[src/rtl/corner_list_fifo.sv]
// corner_list_fifo: buffers NMS corner pulses as a valid/ready word stream and appends a per-frame count trailer.
module corner_list_fifo #(
  parameter int COL_NUM = 640,
  parameter int ROW_NUM = 480,
  parameter int DEPTH   = 64
) (
  input  logic                     clk,
  input  logic                     rst,
  input  logic                     iscorner,
  input  logic [9:0]               x_coord,
  input  logic [9:0]               y_coord,
  output logic                     m_valid,
  input  logic                     m_ready,
  output logic [31:0]              m_data,
  output logic                     m_last,
  output logic [$clog2(DEPTH):0]   level,
  output logic                     overflow
);
  localparam int AW = $clog2(DEPTH);
  localparam int LW = AW + 1;
  logic [32:0]   mem [DEPTH];
  logic [AW-1:0] wptr_q, rptr_q;
  logic [LW-1:0] level_q, level_d, mem_cnt;
  logic [32:0]   out_q, wdata;
  logic          out_v_q, prev_q, pend_q, ovf_q;
  logic [15:0]   ccnt_q, dcnt_q, ccnt_n, dcnt_n;
  logic [31:0]   trl_q;
  logic          match, eof, full, trl_wr, cor_wr, drop, wr, pop, load;
  always_comb begin
    match   = x_coord == 10'(COL_NUM - 1) && y_coord == 10'(ROW_NUM - 1);
    eof     = match && !prev_q;
    full    = level_q == LW'(DEPTH);
    trl_wr  = pend_q && !full;
    cor_wr  = iscorner && !full && !trl_wr;
    drop    = iscorner && !cor_wr;
    wr      = trl_wr || cor_wr;
    wdata   = trl_wr ? {1'b1, trl_q} : {1'b0, 12'h000, y_coord, x_coord};
    pop     = out_v_q && m_ready;
    mem_cnt = level_q - LW'(out_v_q);
    load    = mem_cnt != '0 && (!out_v_q || pop);
    ccnt_n  = ccnt_q + 16'(cor_wr && !(&ccnt_q));
    dcnt_n  = dcnt_q + 16'(drop && !(&dcnt_q));
    level_d = level_q + LW'(wr) - LW'(pop);
  end
  // Memory holds no reset; only pointers and the output register define content.
  always_ff @(posedge clk)
    if (!rst && wr) mem[wptr_q] <= wdata;
  always_ff @(posedge clk) begin
    if (rst) begin
      wptr_q  <= '0;
      rptr_q  <= '0;
      level_q <= '0;
      out_q   <= '0;
      out_v_q <= 1'b0;
      prev_q  <= 1'b1;
      pend_q  <= 1'b0;
      ovf_q   <= 1'b0;
      ccnt_q  <= '0;
      dcnt_q  <= '0;
      trl_q   <= '0;
    end else begin
      prev_q  <= match;
      ovf_q   <= ovf_q | drop;
      ccnt_q  <= eof ? '0 : ccnt_n;
      dcnt_q  <= eof ? '0 : dcnt_n;
      pend_q  <= eof | (pend_q & !trl_wr);
      level_q <= level_d;
      out_v_q <= load | (out_v_q & !pop);
      if (eof) trl_q <= {dcnt_n, ccnt_n};
      if (wr) wptr_q <= wptr_q + 1'b1;
      if (load) begin
        rptr_q <= rptr_q + 1'b1;
        out_q  <= mem[rptr_q];
      end
    end
  end
  assign m_valid  = out_v_q;
  assign m_last   = out_q[32];
  assign m_data   = out_q[31:0];
  assign level    = level_q;
  assign overflow = ovf_q;
endmodule

[config.mk]
export PLATFORM = sky130hd
export DESIGN_NAME = corner_list_fifo
export DESIGN_NICKNAME = d
export VERILOG_FILES = /design/src/rtl/corner_list_fifo.sv
export SDC_FILE = /design/constraint.sdc
export NUM_CORES = 2
export LEC_CHECK = 0
export ABC_AREA = 1
export BUFFER_PORTS_ARGS = -buffer_cell sky130_fd_sc_hd__buf_2
export CORE_MARGIN = 4
export CORE_UTILIZATION = 50
export CTS_BUF_LIST = sky130_fd_sc_hd__clkbuf_8
export CTS_CLUSTER_DIAMETER = 40
export DETAILED_ROUTE_END_ITERATION = 8
export GPL_TIMING_DRIVEN = 0
export PLACE_DENSITY = 0.72
export REMOVE_ABC_BUFFERS = 1
export SLEW_MARGIN = 25
export SYNTH_ARGS = -nofsm -noshare
export SYNTH_HDL_FRONTEND = slang
export SYNTH_SLANG_ARGS = --single-unit
[constraint.sdc]
create_clock -name clk -period 9.9 [get_ports clk]
set_input_delay 1.485 -clock clk [delete_from_list [all_inputs] [get_ports clk]]
set_output_delay 1.485 -clock clk [all_outputs]
set_load 0.02 [all_outputs]
==> impl_metrics.tcl <==
set metrics [dict create \
    outcome "finished, final reports clean" \
    reg2reg_setup_slack_ns 4.39 \
    antenna_left 0 \
    dieArea_sq_um 189000 \
    p_int_mw 15.3 \
    p_seq_share_pct 47.9 \
    skew_ns 0.0655 \
    grt_pass1_wl_mm 382 \
    p_comb_share_pct 18.8 \
    synth_edf_count 2112 \
    avgSynthCellArea_sq_um 11.5 \
    worstPathCellList "buf_16, buf_16, buf_12, buf_12, inv_16, buf_16, buf_16, nand2_1, nand2_1, a21oi_1, nand3_1, nand3_1, nand3_1, nand2_1, a21oi_1" \
    slew_violations 0 \
    fmax_ghz 0.181 \
    cp-end-kind "flop" \
    fin_crit_sh_pct 55.7 \
    area_growth_pct 15.3 \
    worstPathRequired_ns 10.81 \
    grtUsageTotal_pct 27.3 \
    utilization_pct 58.0 \
    synth_area_sq_um 90900 \
    period_minus_slack_ns 5.51 \
    worst-path-buf-inv 7 \
    pwr-share-clk_pct 33.4 \
    numPortBuffers 65 \
    nets 8162 \
    ys.flop_type "edfxtp_1" \
    synthCells 7922 \
    tightest_slew_ns 1.14 \
    grt_pass1_vias 61584 \
    hold_buffers 0 \
    setup_viol 0 \
    vias 63233 \
    total_power_mw 21.8 \
    antenna_found_initial 14 \
    yosys_warnings 0 \
    critPathLaunchType "flop" \
    cts_resized 0 \
    clkTransAtPathRegs_ns 0.06 \
    htree_levels 5 \
    core.rowCount 156 \
    wire_per_inst_um 24.2 \
    hold_path_depth 2 \
    netSwitchingPower_mw 6.54 \
    cts_tree "yes" \
    hold_class "reg2reg" \
    cpMostUsedCell "buf_16" \
    io_pins 66 \
    initial_core_util_pct 50.3 \
    path_depth 15 \
    first_iter_violations 8817 \
    wirelength_mm 260 \
    post-cts-setup-buffers 0 \
    cts_made_buffers 356 \
    hp-start "overflow$_SDFF_PP0_" \
    power_density_nw_per_um2 208 \
    drive_gt1_share_pct 10.3 \
    max_cap_violations 0 \
    clock_sinks 2232 \
    arrival_ns 6.42 \
    swShare_pct 30.0 \
    die_y_um 434 \
    r2r_cells 15 \
    gp_congestion 0.818 \
    slew-limit-headroom_pct 23.9 \
    async_reset_ff_share_pct 0 \
    crit_path_top_delay_cell "dfxtp_4" \
    final.fill_count 13486 \
    hold_viol_final 0 \
    critical_path_class "reg2reg" \
    route.detailed.drc 0 \
    dr.pass1.iters 7 \
    crit_fanout 188 \
    die_w_um 434 \
    rr_startpoint "rptr_q[0]$_SDFFE_PP0P_" \
    yosysUniqueCellTypes 38 \
    max_stage_delay_ns 0.78 \
    vdd_drop_max_uv 189 \
    clock_latency_ns 1.09 \
    crit_family "buffers and inverters" \
    yosysSeqAreaShare_pct 72.4 \
    via_per_inst 5.88 \
    core_area_sq_um 181000 \
    clockRootBuffer "clkbuf_8" \
    synth-seq-cells 2232 \
    grt_max_degree 189 \
    startpoint "rptr_q[0]$_SDFFE_PP0P_" \
    rsz0062_at_grt "false" \
    p_leak_nw 39.5 \
    overflow 0 \
    dp_hpwl_mm 156 \
    final_cell_mix "2941 x nand2_1, 2112 x edfxtp_1, 1357 x nand3_1" \
    mostFrequentLayoutCell "nand2_1" \
    clock_path_buffers 4 \
]
-- flip-flops by register name, summed over array words and instances, names as in the netlist --
register  cells
ccnt_q       16
dcnt_q       16
level         7
m_valid       1
mem        2112
out_q        33
overflow      1
pend_q        1
prev_q        1
rptr_q        6
trl_q        32
wptr_q        6
-- synth_stat cells, types with 2 or more instances --
cell type / instances / share of area, %
nand2_1: 2957 / 12
edfxtp_1: 2112 / 70
nand3_1: 1358 / 7.5
buf_2: 274 / 1.5
inv_1: 233 / 0.96
a21oi_1: 232 / 1.3
nor2_1: 184 / 0.76
dfxtp_1: 120 / 2.6
buf_4: 76 / 0.63
clkbuf_1: 69 / 0.29
o21ai_0: 48 / 0.26
o211ai_1: 39 / 0.32
buf_1: 31 / 0.13
a21boi_0: 24 / 0.20
ha_1: 22 / 0.30
xor2_1: 20 / 0.19
buf_6: 18 / 0.22
nand4_1: 13 / 0.089
or2_1: 13 / 0.089
o22ai_1: 12 / 0.083
xnor2_1: 11 / 0.11
a21oi_2: 10 / 0.096
nor3_1: 10 / 0.055
o211ai_2: 7 / 0.096
nor4_1: 5 / 0.034
inv_2: 4 / 0.017
or2_2: 4 / 0.028
clkinv_1: 3 / 0.012
inv_4: 2 / 0.014
nand2_2: 2 / 0.014
nand3b_1: 2 / 0.017
-- power groups by stage --
stage               clock network (mW)  registers [mW]  logic, mW
floorplan                            0            11.0       2.96
global placement                     0            11.1       3.94
detailed placement                   0            10.6       3.97
CTS                               7.32            10.4       4.00
global route                      7.79            10.5       4.41
finish                            7.28            10.5       4.10
-- cell families (layout without fill, tap and decap cells) --
kind of cell | count (synthesis) | after routing | share of synthesized area (%)
xor gates and xnor gates | 31 | 31 | 0.299
adders and majority gates | 23 | 23 | 0.325
AOI/OAI and AO/OA | 378 | 378 | 2.39
DFF | 2232 | 2232 | 72.4
buffers and inverters | 710 | 1167 | 3.78
other | 0 | 5 | 0
and+or+nand+nor | 4548 | 4548 | 20.8
-- stage by stage --
stage	area, sq um	setup TNS, ns	cells	hold slack, ns	setup slack, ns
6_report	105000	0	10754	0.457	4.39
5_1_grt	105000	0	10750	0.491	4.38
4_1_cts	105000	0	10749	0.462	5.05
3_5_place_dp	98300	0	10127	0.447	4.82
3_3_place_gp	91600	-3918.83	9889	0.437	-102.94
2_1_floorplan	88400	-1375.32	7454	0.429	-38.67
-- final cells by class --
cell class / instances / area, sq um / area share, %
Antenna cell: 5 / 12.5 / 0.0119
Clock buffer: 372 / 5120 / 4.89
Clock inverter: 250 / 1310 / 1.25
Inverter: 242 / 975 / 0.930
Multi-Input combinational cell: 4980 / 22400 / 21.4
Sequential cell: 2232 / 65800 / 62.8
Tap cell: 2370 / 2970 / 2.83
Timing Repair Buffer: 303 / 6160 / 5.88
-- path summary, 6_finish.rpt --
check,end
worst max-delay path,out_q[17]$_SDFFE_PP0P_
worst min register to register,overflow$_SDFF_PP0_
worst max register to register,out_q[17]$_SDFFE_PP0P_
worst min-delay path,overflow$_SDFF_PP0_
-- worst min-delay path: cells and delay by family (launching register included) --
| family | cells | cell delay, ns |
|---|---|---|
| buffers and inverters | 1 | 0.04 |
| AOI/OAI and AO/OA | 1 | 0.06 |
| DFF | 1 | 0.31 |
-- metal layers --
layer	vias to the layer above	part of all wire [%]	GRT usage [%]
met1	30218	35	34.6
met3	926	12	6.48
met4	12	6.8	17.0
met5	-	0.028	0
met2	4247	46	42.7
li1	27830	-	-
Note: power is estimated with default switching activity, not from simulation.
